## src/rtl/image_sram_loader.sv

```systemverilog
// image_sram_loader
//   Host-side writer for the input SRAM of the binary 3x3 XNOR-conv engine.
//   For each image it writes a header word (the dimension N) and then N row
//   words. Each row word packs the serial pixel bits of one row, with column c
//   in bit c. After the last image it writes the end-of-list word, pulses
//   dut_run, and follows dut_busy until the engine has finished.
//
// Ports
//   clk, reset_b                 clock / asynchronous active-low reset
//   img_start, img_dim[4:0]      request a new image of dimension N (10/12/16)
//   pix_valid, pix_data          serial pixel bits, row-major, column 0 first
//   pix_ready                    high while pixel bits are being accepted
//   load_done                    no more images: write terminator, run engine
//   dut_busy / dut_run           engine handshake (busy flag / start pulse)
//   loader_sram_write_*          input-SRAM write port (address/data/enable)
//   loader_busy                  high whenever the loader is not idle
//   loader_err                   one-cycle pulse: image start rejected
//   loader_done                  one-cycle pulse: engine run finished
module image_sram_loader #(
  parameter int                ADDR_W    = 12,
  parameter int                DATA_W    = 16,
  parameter logic [DATA_W-1:0] TERM_WORD = 16'h00FF
) (
  input  logic              clk,
  input  logic              reset_b,
  input  logic              img_start,
  input  logic [4:0]        img_dim,
  input  logic              pix_valid,
  input  logic              pix_data,
  output logic              pix_ready,
  input  logic              load_done,
  input  logic              dut_busy,
  output logic              dut_run,
  output logic [ADDR_W-1:0] loader_sram_write_address,
  output logic [DATA_W-1:0] loader_sram_write_data,
  output logic              loader_sram_write_enable,
  output logic              loader_busy,
  output logic              loader_err,
  output logic              loader_done
);

  localparam int CW = $clog2(DATA_W);
  // Total number of SRAM words, one bit wider than the address.
  localparam logic [ADDR_W:0] MEM_WORDS = {1'b1, {ADDR_W{1'b0}}};

  typedef enum logic [2:0] {
    S_IDLE,
    S_PACK,
    S_TERM,
    S_RUN,
    S_WAIT_HI,
    S_WAIT_LO
  } state_t;

  state_t              state_q, state_d;
  logic [ADDR_W-1:0]   addr_q, addr_d;
  logic [4:0]          col_q, col_d;
  logic [4:0]          row_q, row_d;
  logic [4:0]          dim_q, dim_d;
  logic [DATA_W-1:0]   word_q, word_d;

  logic                we_q, we_d;
  logic [ADDR_W-1:0]   wa_q, wa_d;
  logic [DATA_W-1:0]   wd_q, wd_d;
  logic                run_q, run_d;
  logic                err_q, err_d;
  logic                done_q, done_d;
  logic                ready_q, ready_d;
  logic                busy_q, busy_d;

  function automatic logic [DATA_W-1:0] insert_bit(input logic [DATA_W-1:0] word,
                                                    input logic [CW-1:0]     pos,
                                                    input logic              b);
    logic [DATA_W-1:0] w;
    w      = word;
    w[pos] = b;
    return w;
  endfunction

  function automatic logic dim_legal(input logic [4:0] d);
    return (d == 5'd10) || (d == 5'd12) || (d == 5'd16);
  endfunction

  logic [ADDR_W:0]   img_end;
  logic              img_fits;
  logic              accept;
  logic              last_col;
  logic              last_row;
  logic [DATA_W-1:0] word_next;

  always_comb begin
    // Header, N rows and the terminator must all fit below the top of SRAM.
    img_end   = {1'b0, addr_q} + {{(ADDR_W-4){1'b0}}, img_dim} + (ADDR_W+1)'(2);
    img_fits  = (img_end <= MEM_WORDS);
    accept    = ready_q && pix_valid;
    last_col  = (col_q == dim_q - 5'd1);
    last_row  = (row_q == dim_q - 5'd1);
    word_next = insert_bit(word_q, col_q[CW-1:0], pix_data);
  end

  always_comb begin
    state_d = state_q;
    addr_d  = addr_q;
    col_d   = col_q;
    row_d   = row_q;
    dim_d   = dim_q;
    word_d  = word_q;
    we_d    = 1'b0;
    wa_d    = wa_q;
    wd_d    = wd_q;
    run_d   = 1'b0;
    err_d   = 1'b0;
    done_d  = 1'b0;

    case (state_q)
      S_IDLE: begin
        if (img_start) begin
          if (dim_legal(img_dim) && img_fits) begin
            we_d    = 1'b1;
            wa_d    = addr_q;
            wd_d    = {{(DATA_W-5){1'b0}}, img_dim};
            addr_d  = addr_q + 1'b1;
            dim_d   = img_dim;
            col_d   = '0;
            row_d   = '0;
            word_d  = '0;
            state_d = S_PACK;
          end else begin
            err_d = 1'b1;
          end
        end else if (load_done) begin
          // Address is not advanced: it is cleared once the engine finishes.
          we_d    = 1'b1;
          wa_d    = addr_q;
          wd_d    = TERM_WORD;
          state_d = S_TERM;
        end
      end

      S_PACK: begin
        if (accept) begin
          if (last_col) begin
            // Row complete: write it with the final bit merged in, and start
            // the next row from a clear word so bits [15:N] stay zero.
            we_d   = 1'b1;
            wa_d   = addr_q;
            wd_d   = word_next;
            addr_d = addr_q + 1'b1;
            word_d = '0;
            col_d  = '0;
            if (last_row) begin
              row_d   = '0;
              state_d = S_IDLE;
            end else begin
              row_d = row_q + 5'd1;
            end
          end else begin
            word_d = word_next;
            col_d  = col_q + 5'd1;
          end
        end
      end

      S_TERM: begin
        run_d   = 1'b1;
        state_d = S_RUN;
      end

      // dut_run is high during S_RUN; the engine cannot answer before then.
      S_RUN: state_d = S_WAIT_HI;

      S_WAIT_HI: begin
        if (dut_busy) state_d = S_WAIT_LO;
      end

      S_WAIT_LO: begin
        if (!dut_busy) begin
          done_d  = 1'b1;
          addr_d  = '0;
          state_d = S_IDLE;
        end
      end

      default: state_d = S_IDLE;
    endcase

    ready_d = (state_d == S_PACK);
    busy_d  = (state_d != S_IDLE);
  end

  // State and output register stage
  always_ff @(posedge clk or negedge reset_b) begin
    if (!reset_b) begin
      state_q <= S_IDLE;
      addr_q  <= '0;
      col_q   <= '0;
      row_q   <= '0;
      dim_q   <= '0;
      word_q  <= '0;
      we_q    <= 1'b0;
      wa_q    <= '0;
      wd_q    <= '0;
      run_q   <= 1'b0;
      err_q   <= 1'b0;
      done_q  <= 1'b0;
      ready_q <= 1'b0;
      busy_q  <= 1'b0;
    end else begin
      state_q <= state_d;
      addr_q  <= addr_d;
      col_q   <= col_d;
      row_q   <= row_d;
      dim_q   <= dim_d;
      word_q  <= word_d;
      we_q    <= we_d;
      wa_q    <= wa_d;
      wd_q    <= wd_d;
      run_q   <= run_d;
      err_q   <= err_d;
      done_q  <= done_d;
      ready_q <= ready_d;
      busy_q  <= busy_d;
    end
  end

  assign pix_ready                 = ready_q;
  assign dut_run                   = run_q;
  assign loader_sram_write_address = wa_q;
  assign loader_sram_write_data    = wd_q;
  assign loader_sram_write_enable  = we_q;
  assign loader_busy               = busy_q;
  assign loader_err                = err_q;
  assign loader_done               = done_q;

endmodule

```

## config.mk

```make
export PLATFORM = sky130hd
export DESIGN_NAME = image_sram_loader
export DESIGN_NICKNAME = d
export VERILOG_FILES = /design/src/rtl/image_sram_loader.sv
export SDC_FILE = /design/constraint.sdc
export NUM_CORES = 1
export LEC_CHECK = 0
export ABC_CLOCK_PERIOD_IN_PS = 3100
export CAP_MARGIN = 20
export CORE_ASPECT_RATIO = 1.25
export CORE_MARGIN = 5
export CORE_UTILIZATION = 52
export DETAILED_ROUTE_END_ITERATION = 7
export GPL_TIMING_DRIVEN = 0
export PLACE_DENSITY = 0.86
export SLEW_MARGIN = 20
export SYNTH_ARGS = -nofsm -noshare
export SYNTH_HDL_FRONTEND = slang
export SYNTH_SLANG_ARGS = --single-unit
```

## constraint.sdc

```tcl
create_clock -name clk -period 3.1 [get_ports clk]
set_clock_uncertainty 0.05 [all_clocks]
set_input_delay 0.465 -clock clk [delete_from_list [all_inputs] [get_ports clk]]
set_output_delay 0.465 -clock clk [all_outputs]
set_load 0.02 [all_outputs]
```

**Word level (Yosys, flattened, before mapping)**

Cells that the tools add are included.
Widths: inputs -> output; s select.

- Bits in registers: 80
- Input bits: 12
- Output and inout port bits: 34

- Add/sub/neg operators: 6
- $lt $le $gt $ge: 3
- Equal/unequal tests: 18
- Multiplexer cells: 56
- Reductions and logical operators: 14

Operator list:

| cell | count |
|---|---|
| $mux 16 | 9 |
| $mux 12 | 10 |
| $pmux 16 s2 | 2 |
| $pmux 12 s3 | 1 |
| $mux 5 | 7 |
| $mux 3 | 8 |
| $pmux 12 s2 | 1 |
| $pmux 5 s2 | 2 |
| $pmux 3 s6 | 1 |
| $bwmux 16 | 1 |
| $add 12x5->13 | 1 |
| $add 13x2->13 const B | 1 |
| $le 13x13->1 const B | 1 |
| $add 12x1->12 const B | 1 |
| $mux 1 | 12 |
| $add 5x1->5 const B | 2 |
| $eq 5x4->1 const B | 2 |
| $eq 5x5->1 | 2 |
| $ne 2x2->1 const B | 5 |
| $reduce_and 5->1 | 2 |
| $eq 3x1->1 const B | 2 |
| $eq 3x2->1 const B | 2 |
| $eq 3x3->1 const B | 2 |
| $ne 3x3->1 const B | 2 |
| 14 further kinds | 18 |

**Longest topological paths before layout**

Gate-level depths: netlist of run 1.

- Word-level depth: 8
- Depth in mapped cells: 13

**Worst setup path before layout of run 1**

Ideal clock, no wire load.

- Path kind: in2reg
- Start: input port img_dim[1]
- End: register addr_q[0]
- Data arrival time: 3.004 ns
- Data required time: 2.922 ns
- Path slack: -0.081 ns
- Cell stages on the path: 13
- Cell sequence: inv_1 ha_1 inv_1 ha_1 inv_1 fa_1 nand2b_1 a21oi_1 mux2_2 a211oi_2 buf_2 nor2_1 mux2_1

- Word-level cells in the longest chain between the ends: 6
- Elaborated cells between the ends (all ways): 11
- Those cells by class: add/sub (2); order compare (1); eq/ne (4); reduce/logical (4)

RTL lines:

| what | RTL line | text |
|---|---|---|
| start, declared | 27 | `input logic [4:0] img_dim,` |
| $add 12x5->13 or $eq 5x4->1 (tied branches) | 93, 81 |  |
| $add 13x2->13 or $logic_or 1x1->1 (tied branches) | 93, 81 |  |
| $le 13x13->1 or $logic_or 1x1->1 (tied branches) | 94, 81 |  |
| $logic_and 1x1->1 * | 118 | `if (dim_legal(img_dim) && img_fits) begin` |
| $ne 2x2->1 (no line) * | - |  |
| $reduce_and 6->1 (no line) * | - |  |
| end signal, assigned | 210 | `addr_q <= addr_d;` |
| end, declared | 56 | `logic [ADDR_W-1:0] addr_q, addr_d;` |

Mark *: on every way between the ends. The rest lies on a longest branch, timed or not.
A chain may end at the register's enable or synchronous reset.

**Worst setup path after layout of run 1**

- Start: input port img_dim[2]
- End: register wa_q[11] (netlist: loader_sram_write_address[11])

- Word-level cells in the longest chain between the ends: 6
- Elaborated cells between the ends (all ways): 11
- Those cells by class: add/sub (2); order compare (1); eq/ne (4); reduce/logical (4)

RTL lines:

| what | RTL line | text |
|---|---|---|
| $add 12x5->13 or $eq 5x4->1 (tied branches) | 93, 81 |  |
| $add 13x2->13 or $logic_or 1x1->1 (tied branches) | 93, 81 |  |
| $le 13x13->1 or $logic_or 1x1->1 (tied branches) | 94, 81 |  |
| $logic_and 1x1->1 * | 118 |  |
| $ne 3x3->1 (no line) * | - |  |
| $reduce_and 5->1 (no line) * | - |  |
| end signal, assigned | 216 | `wa_q <= wa_d;` |
| end, declared | 63 | `logic [ADDR_W-1:0] wa_q, wa_d;` |

Marks and branches as above.

==> run_results.csv, run 1 <==
group,metric,value,unit
run_status,status,"finished, violations left",
run_status,violations,"DRC, setup timing",
die,start_util,53.6,%
place,place.gp.congestion,0.916,
global_route,grt_pass1_wl,23600,microns
timing,setup_tns,-2090,ps
drt,wl,17000,microns
timing,relSlewSlack,56.3,%
critical_path,cp_num_buf_inv,3,
power,power.leakage,0.00282,uW
synthesis,synth_seq_area_share,42.7,%
synthesis,netlist_instances,483,
drt,remaining_drc_errors,8,
timing,fmax,0.306,GHz
drt,first_pass_iters,8,
critical_path,critPathSlowestCell,"ha_1",
die,row_count,38,
power,peakVddDrop,564,uV
global_route,antenna_found_initial,0,
timing,period_minus_slack,3270,ps
final_layout,nNetsFinal,619,
final_layout,area_growth,35.4,%
timing,hold_viol_final,0,
critical_path,cp_data_required_time,3300,ps
power,power.density,739,nW/um^2
critical_path,end_kind,"flip-flop",
synthesis,synth_edf_count,0,
die,dieArea,11000,sq um
synthesis,syn-cell-area,4690,sq um
die,die_y,116,microns
timing,fin_ws,-173,ps
global_route,grt_max_degree,59,
critical_path,path_class,"input pin to flip-flop",
cts,clk_path_buf_depth,2,
final_layout,final_layout_size_suffix_gt1_share,30.0,%
timing,whs,432,ps
critical_path,crit_family,"compound AO/OA/AOI/OAI gates",
synthesis,avgSynthCellArea,9.71,sq um
timing,drv_slew,0,
drt,wl_per_cell,23.9,microns
critical_path,worstPathArrival,3470,ps
cts,path_clk_slew,90,ps
run,cap_violations,0,
global_route,globalRouteOverflowTotal,0,
cts,h-tree-depth,3,
drt,vias,4873,
cts,cts_sinks,80,
synthesis,synth_nets,513,
die,pin_count,46,
place,portBuffers,44,
critical_path,r2r_end,"loader_sram_write_address[11]$_DFFE_PN0P_",
drt,ant_nets,0,
critical_path,r2r_slack,-160,ps
synthesis,async_flop_share,100,%
timing,fin_crit_sh,106,%
die,core,8750,sq um
synthesis,synth-main-ff-cell,"dfrtp_1",
global_route,grt.total_usage,28.0,%
cts,clock_latency,370,ps
die,dieWidth,95.0,microns
critical_path,cp_max_fo,5,
global_route,grt_pass1_vias,4577,
cts,cts_buffers,9,
synthesis,synth_cell_type_count,60,
timing,worst_slew_pin_slew,650,ps
critical_path,reg2reg_from,"addr_q[2]$_DFFE_PN0P_",
timing,setup_violations,27,
critical_path,critPathLaunch,"img_dim[2]",
drt,drt_iter0_drc,667,
timing,rsz0062_at_grt,"yes",
synthesis,ys_warn_count,0,
cts,clockRootBuffer,"clkbuf_8",
critical_path,start_kind,"input pin",
drt,via_per_inst,6.82,
critical_path,cpPeakStageDelay,390,ps
place,hpwl,9100,microns
critical_path,worstPathCellList,"dlygate4sd2_1 > ha_1 > ha_1 > a211oi_4 > nor2_1 > o2111ai_2 > o211ai_1 > buf_4 > a21oi_4 > buf_4 > mux2_2",
worst_hold_path,min_path_type,"input pin to flip-flop",
cts,cts_tree,"built",
critical_path,r2r_cells,10,
final_layout,insertedDiodeCount,0,
synthesis,ys_seq_elements,80,
critical_path,path_depth,11,
critical_path,endpoint,"loader_sram_write_address[11]$_DFFE_PN0P_",
[worst min-delay path by stage]
stage | endpoint | start | depth (start not counted)
after floorplan | addr_q[0]$_DFFE_PN0P_ | reset_b | 0
after global placement | word_q[0]$_DFFE_PN0P_ | word_q[0]$_DFFE_PN0P_ | 2
after detailed placement | loader_sram_write_enable$_DFF_PN0_ | reset_b | 1
after CTS | dim_q[1]$_DFFE_PN0P_ | img_dim[1] | 3
after global routing | dim_q[1]$_DFFE_PN0P_ | img_dim[1] | 3
final | dim_q[1]$_DFFE_PN0P_ | img_dim[1] | 3
[worst reg2reg max path, cell delays in order, from the launching register on]
cell	delay, ps
dfrtp_2	450
ha_1	310
ha_1	400
a211oi_4	360
nor2_1	130
o2111ai_2	310
o211ai_1	140
buf_4	180
a21oi_4	240
buf_4	210
mux2_2	370
[layout make-up]
type                    instances  area (sq um)
plain buffers                  26           165
clock buffers                  11           151
clock inverters                 5          63.8
fillers                       529          2390
inverters                      19          73.8
multi-input cells             358          2870
flip-flops and latches         80          2000
well taps                     120           150
repair buffers                 95           881
[per-stage QoR]
step	instances	instance area, sq um	setup WS, ps	power, uW	util (%)
global route	714	6350	-263	4870	72.6
floorplan	483	4730	10.4	2600	-
global placement	647	5320	-1250	3100	60.9
CTS	694	5910	15.6	4310	67.5
finish	714	6350	-173	4700	72.6
detailed placement	648	5350	-1170	3200	61.1
[report_power, final]
part           switching, uW  total, uW  internal, uW
registers                263       1590          1320
clock network            427        849           422
logic                   1220       2260          1040
total                   1910       4700          2790
[routing by layer]
| metal | routed length (microns) | global-route usage [%] | vias to the layer above |
|---|---|---|---|
| li1 | - | - | 1960 |
| met1 | 5820 | 32.0 | 2313 |
| met2 | 8190 | 47.4 | 452 |
| met3 | 1580 | 5.09 | 148 |
| met4 | 1450 | 19.4 | 0 |
| met5 | 0 | 0 | - |
[kinds of logic (layout without fill, tap and decap cells)]
logic type	Yosys count	after routing	share of synthesized area (%)
simple gates	168	168	17.9
flops	80	80	42.7
mux	40	40	9.60
xor+xnor	14	14	3.79
fa+ha+maj	18	18	4.96
compound gates	118	118	16.8
buf+inv	45	156	4.27
[registers in the layout, indices dropped and copies added (netlist names)]
name and count:
addr_q 12, col_q 5, dim_q 5, dut_run 1, loader_busy 1, loader_done 1, loader_err 1, loader_sram_write_address 12
loader_sram_write_data 16, loader_sram_write_enable 1, pix_ready 1, row_q 5, state_q 3, word_q 16
[what timing repair did]
item | 4_1_cts | 5_1_grt
endpoints found under the setup margin | 76 | 69
hold buffers | 1 | 0
resized for setup | 40 | 91
buffers inserted | 29 | 19
pin swaps | 9 | 34
gates cloned | 0 | 3
hold endpoints to repair | 22 | 0
[layout by cell type, fill, tap and decap left out, types with 4 or more instances in the layout]
| cell type | count |
|---|---|
| buf_4 | 44 |
| mux2_2 | 14 |
| nor2_1 | 20 |
| nor3_1 | 10 |
| xnor2_1 | 4 |
| o41ai_2 | 4 |
| nand2b_1 | 5 |
| dfrtp_1 | 78 |
| clkdlybuf4s50_1 | 38 |
| a22o_1 | 4 |
| mux2i_1 | 16 |
| ha_1 | 13 |
| a21oi_2 | 4 |
| or2_2 | 4 |
| o31ai_1 | 12 |
| buf_2 | 5 |
| o21ai_1 | 11 |
| clkbuf_8 | 11 |
| clkbuf_1 | 12 |
| xnor3_1 | 4 |
| nand2_1 | 65 |
| mux2_4 | 8 |
| nand4_1 | 7 |
| inv_1 | 15 |
| buf_6 | 11 |
| nor4_4 | 4 |
| a21oi_1 | 18 |
| nand3_1 | 19 |
| xor2_1 | 5 |
| o21ai_2 | 11 |
| o21ai_0 | 15 |
| nor2b_1 | 6 |
[synth_stat cells, types with 4 or more instances]
cell	number	share of area (%)
a21oi_1	23	2.5
clkbuf_1	16	1.3
xnor2_1	5	0.93
or2_2	4	0.53
nand3_1	20	2.1
nor2b_1	6	0.80
nor3_1	10	1.1
buf_2	6	0.64
nor4_1	5	0.67
inv_1	19	1.5
dfrtp_1	80	43
o41ai_1	5	0.93
nand4_1	7	0.93
mux2i_1	18	3.8
o21ai_0	38	4.1
ha_1	17	4.5
xnor3_1	4	1.9
xor2_1	5	0.93
a22o_1	4	0.75
nand2b_1	6	0.80
nand2_1	66	5.3
mux2_4	6	1.9
o31ai_1	17	2.7
nor2_1	21	1.7
or3_1	4	0.53
mux2_2	15	3.6
Note: power is estimated with default switching activity, not from simulation.
==> run 2: changes to the inputs <==
CELL_PAD_IN_SITES_DETAIL_PLACEMENT = 2   (was unset)
CELL_PAD_IN_SITES_GLOBAL_PLACEMENT = 2   (was unset)
CORE_UTILIZATION = 33   (was 52)
PLACE_DENSITY = 0.85   (was 0.86)
==> run_results.csv, run 2 (same netlist as run 1, synthesis figures left out) <==
group,metric,value,unit
run_status,status,"finished, violations left",
run_status,violations,"hold timing, setup timing",
critical_path,worstPathArrival,3640,ps
timing,drv_slew,0,
critical_path,worstPathCellList,"ha_2 > ha_4 > inv_2 > fa_2 > nand2_2 > nor4_4 > buf_4 > o2111ai_4 > o211ai_1 > buf_4 > a21oi_4 > buf_8 > mux2_4",
cts,cts_sinks,80,
timing,rsz0062_at_grt,"yes",
timing,fin_ws,-343,ps
place,portBuffers,44,
critical_path,cp_max_fo,8,
critical_path,end_kind,"flip-flop",
global_route,globalRouteOverflowTotal,0,
critical_path,worst_path_most_repeated_cell,"buf_4",
final_layout,insertedDiodeCount,0,
cts,clock_latency,370,ps
cts,h-tree-depth,3,
critical_path,cp_num_buf_inv,4,
final_layout,final_layout_size_suffix_gt1_share,31.0,%
die,dieArea,16700,sq um
cts,path_clk_slew,70,ps
critical_path,cp_data_required_time,3300,ps
final_layout,mostFrequentLayoutCells,"dfrtp_1, nand2_1, clkdlybuf4s50_1, buf_4",
die,die_y,143,microns
timing,setup_tns,-12730,ps
place,dp_cells,703,
global_route,grt_max_degree,53,
global_route,grt_pass1_vias,5151,
power,power.density,793,nW/um^2
die,start_util,33.8,%
power,power.leakage,0.00281,uW
place,place.gp.congestion,0.810,
global_route,grt_pass1_wl,32700,microns
drt,first_pass_iters,5,
final_layout,area_growth,38.8,%
drt,via_per_inst,6.32,
timing,worst_slew_pin_slew,984,ps
drt,wl,25300,microns
timing,fmax,0.290,GHz
critical_path,cpPeakStageDelay,550,ps
timing,setup_violations,73,
die,dieWidth,117,microns
global_route,antenna_found_initial,0,
final_layout,final_common_cell,"dfrtp_1",
final_layout,fin_cells,749,
place,hpwl,12100,microns
drt,remaining_drc_errors,0,
critical_path,path_class,"flip-flop to flip-flop",
power,peakVddDrop,501,uV
cts,cts_buffers,9,
global_route,grt.total_usage,26.3,%
timing,hold_viol_final,19,
drt,drt_iter0_drc,337,
timing,fin_crit_sh,111,%
drt,ant_nets,0,
drt,vias,4734,
critical_path,critPathSlowestCell,"fa_2",
timing,relSlewSlack,34.4,%
final_layout,nNetsFinal,599,
timing,period_minus_slack,3440,ps
run,cap_violations,0,
cts,clockRootBuffer,"clkbuf_16",
worst_hold_path,min_path_type,"input pin to async pin",
cts,clk_path_buf_depth,2,
critical_path,start_kind,"flip-flop",
die,row_count,48,
die,pin_count,46,
timing,whs,-13.3,ps
drt,wl_per_cell,33.8,microns
die,core,13900,sq um
critical_path,crit_family,"adder cells",
cts,cts_tree,"built",
## run 2: changes by cell type in the layout (fill, tap and decap cells not counted), sizes merged
| cell | delta |
|---|---|
| clkinvlp | -1 |
| inv | +3 |
| bufinv | -1 |
| dlygate4sd3 | -1 |
| buf | -19 |
| clkbuf | -1 |
## run 2: final cells by class
class                      instances  area [sq um]
buffer                            26           173
inverter                          19          76.3
clock inverter                     6          48.8
sequential                        80          2010
timing repair buffer              75           752
clock buffer                      10           239
fill                            1361          7360
tap                              175           219
multi-input combinational        358          3000
## run 2: power by group
part	internal (uW)	switching, uW	total [uW]
Clock	578	544	1120
Sequential	1330	316	1640
Combinational	973	1430	2400
## run 2: routing by layer
layer	part of all wire, %	vias to the layer above	GRT usage, %
li1	-	1927	-
met1	37	2452	29.6
met2	51	240	46.7
met3	5.4	115	4.76
met4	7.0	0	14.3
met5	0	-	0
## run 2: final timing paths
check | from | to | slack (ps) | depth (start not counted)
worst min-delay path | reset_b | loader_sram_write_data[8]$_DFFE_PN0P_ | -10 | 1
max in group asynchronous | reset_b | addr_q[2]$_DFFE_PN0P_ | 2360 | 2
worst min register to register | loader_sram_write_data[0]$_DFFE_PN0P_ | loader_sram_write_data[0]$_DFFE_PN0P_ | 480 | 1
min in group clk | loader_sram_write_data[0]$_DFFE_PN0P_ | loader_sram_write_data[0]$_DFFE_PN0P_ | 480 | 1
worst max register to register | addr_q[0]$_DFFE_PN0P_ | loader_sram_write_address[8]$_DFFE_PN0P_ | -340 | 13
worst max-delay path | addr_q[0]$_DFFE_PN0P_ | loader_sram_write_address[8]$_DFFE_PN0P_ | -340 | 13
## run 2: what timing repair did
| item | CTS | global route |
|---|---|---|
| setup endpoints to repair | 76 | 74 |
| hold buffers | 0 | 0 |
| gates resized for setup | 75 | 95 |
| buffers inserted | 15 | 12 |
| pin swaps | 20 | 34 |
| gates cloned | 0 | 3 |
## run 2: metrics by stage
stage	util [%]	hold WS [ps]	setup WS [ps]	power, uW	cell area [sq um]
6_report	46.9	-13.3	-343	5160	6510
3_5_place_dp	39.1	386	-1440	3290	5420
4_1_cts	43.8	14.3	-73.0	4600	6080
2_1_floorplan	-	119	10.4	2600	4730
3_3_place_gp	38.9	426	-1410	3150	5390
5_1_grt	46.9	10.4	-387	5320	6510
==> run 3: changes to the inputs <==
CTS_CLUSTER_DIAMETER = 200   (was unset)
RECOVER_POWER = 50   (was unset)
==> run_results.csv, run 3 (same netlist as run 1, synthesis figures left out) <==
group,metric,value,unit
run_status,status,"finished, violations left",
run_status,violations,"capacitance limit, slew limit, setup timing",
cts,clock_latency,370,ps
run,cap_violations,1,
global_route,grt.total_usage,26.3,%
place,dp_cells,703,
worst_hold_path,min_path_type,"flip-flop to flip-flop",
worst_hold_path,min_from,"loader_sram_write_data[0]$_DFFE_PN0P_",
drt,remaining_drc_errors,0,
timing,setup_tns,-12720,ps
critical_path,r2r_end,"loader_sram_write_address[8]$_DFFE_PN0P_",
die,dieArea,16700,sq um
cts,cts_tree,"built",
die,die_y,143,microns
critical_path,start_kind,"flip-flop",
global_route,antenna_found_initial,0,
final_layout,final_cell_area,6510,sq um
critical_path,worstPathArrival,3640,ps
cts,clockRootBuffer,"clkbuf_16",
final_layout,mostFrequentLayoutCells,"dfrtp_1, nand2_1, clkdlybuf4s50_1",
cts,path_clk_slew,80,ps
global_route,grt_max_degree,53,
timing,whs,483,ps
critical_path,worstPathCellList,"ha_2 > ha_4 > inv_2 > fa_2 > nand2_2 > nor4_4 > buf_4 > o2111ai_4 > o211ai_1 > buf_4 > a21oi_4 > buf_8 > mux2_4",
die,pin_count,46,
cts,h-tree-depth,3,
critical_path,cp_max_fo,8,
critical_path,reg2reg_from,"addr_q[0]$_DFFE_PN0P_",
timing,fin_crit_sh,111,%
final_layout,fin_cells,749,
timing,rsz0062_at_grt,"yes",
global_route,grt_pass1_vias,5151,
final_layout,nNetsFinal,599,
critical_path,r2r_slack,-340,ps
cts,cts_buffers,9,
drt,vias,4734,
drt,first_pass_iters,5,
die,row_count,48,
critical_path,end_kind,"flip-flop",
place,postPlaceCellArea,5420,sq um
final_layout,area_growth,38.7,%
die,core,13900,sq um
drt,wl_per_cell,33.8,microns
timing,drv_slew,29,
critical_path,path_class,"flip-flop to flip-flop",
place,place.gp.congestion,0.810,
timing,setup_violations,73,
global_route,grt_pass1_wl,32700,microns
cts,clk_path_buf_depth,2,
critical_path,cpPeakStageDelay,550,ps
final_layout,final_common_cell,"dfrtp_1",
timing,relSlewSlack,-23.5,%
power,power.density,793,nW/um^2
critical_path,worst_path_most_repeated_cell,"buf_4",
critical_path,cp_data_required_time,3300,ps
timing,hold_viol_final,0,
drt,via_per_inst,6.32,
drt,drt_iter0_drc,337,
drt,ant_nets,0,
power,peakVddDrop,501,uV
cts,cts_sinks,80,
timing,fmax,0.290,GHz
final_layout,final_layout_size_suffix_gt1_share,30.8,%
timing,fin_ws,-343,ps
place,hpwl,12100,microns
power,power.leakage,0.00280,uW
cts,cts_hold_buf,0,
critical_path,critPathSlowestCell,"fa_2",
place,place_worst_setup_slack,-1440,ps
die,dieWidth,117,microns
timing,worst_slew_pin_slew,1850,ps
place,portBuffers,44,
final_layout,insertedDiodeCount,0,
critical_path,r2r_cells,13,
global_route,globalRouteOverflowTotal,0,
worst_hold_path,hold_end,"loader_sram_write_data[0]$_DFFE_PN0P_",
timing,period_minus_slack,3440,ps
die,start_util,33.8,%
drt,wl,25300,microns
worst_hold_path,hold_path_depth,1,
-- run 3: worst max-delay path by stage --
stage,start,endpoint,slack (ps),cells past startpoint
floorplan,img_dim[1],loader_sram_write_address[10]$_DFFE_PN0P_,10,13
global placement,reset_b,dut_run$_DFF_PN0_,-1410,1
detailed placement,img_dim[1],loader_sram_write_data[13]$_DFFE_PN0P_,-1440,14
CTS,addr_q[1]$_DFFE_PN0P_,loader_sram_write_address[5]$_DFFE_PN0P_,-70,15
global route,addr_q[0]$_DFFE_PN0P_,loader_sram_write_address[8]$_DFFE_PN0P_,-390,13
finish,addr_q[0]$_DFFE_PN0P_,loader_sram_write_address[8]$_DFFE_PN0P_,-340,13
-- run 3: through the flow --
stage               power [uW]  util [%]
floorplan                 2600         -
global placement          3150      38.9
detailed placement        3290      39.1
CTS                       4600      43.8
global route              5320      46.9
finish                    5160      46.9
-- run 3: final cells by class --
type,count,area [sq um]
fill,1361,7370
multi-input combinational,358,3000
sequential,80,2010
timing repair buffer,75,748
clock buffer,10,239
tap,175,219
buffer,26,173
inverter,19,76.3
clock inverter,6,48.8
-- run 3: repair_timing --
action                                  4_1_cts  5_1_grt
buffers inserted                             15       12
pin swaps                                    20       34
endpoints found under the setup margin       76       74
gates cloned                                  0        3
gates resized for setup                      75       95
-- run 3: power breakdown --
part	switching, uW	internal, uW
registers	316	1330
logic	1430	973
clock network	544	578
total	2290	2880
-- run 3: metal layers --
metal | track usage [%] | part of all wire [%]
met1 | 29.6 | 37
met2 | 46.7 | 51
met3 | 4.76 | 5.4
met4 | 14.3 | 7.0
met5 | 0 | 0
-- run 3: critical path, delay by kind of cell (launching register included) --
family / cells / cell delay, ps
adders and majority gates: 3 / 960
buffers and inverters: 4 / 600
AOI/OAI and AO/OA: 3 / 500
DFF: 1 / 490
and+or+nand+nor: 2 / 410
muxes: 1 / 300
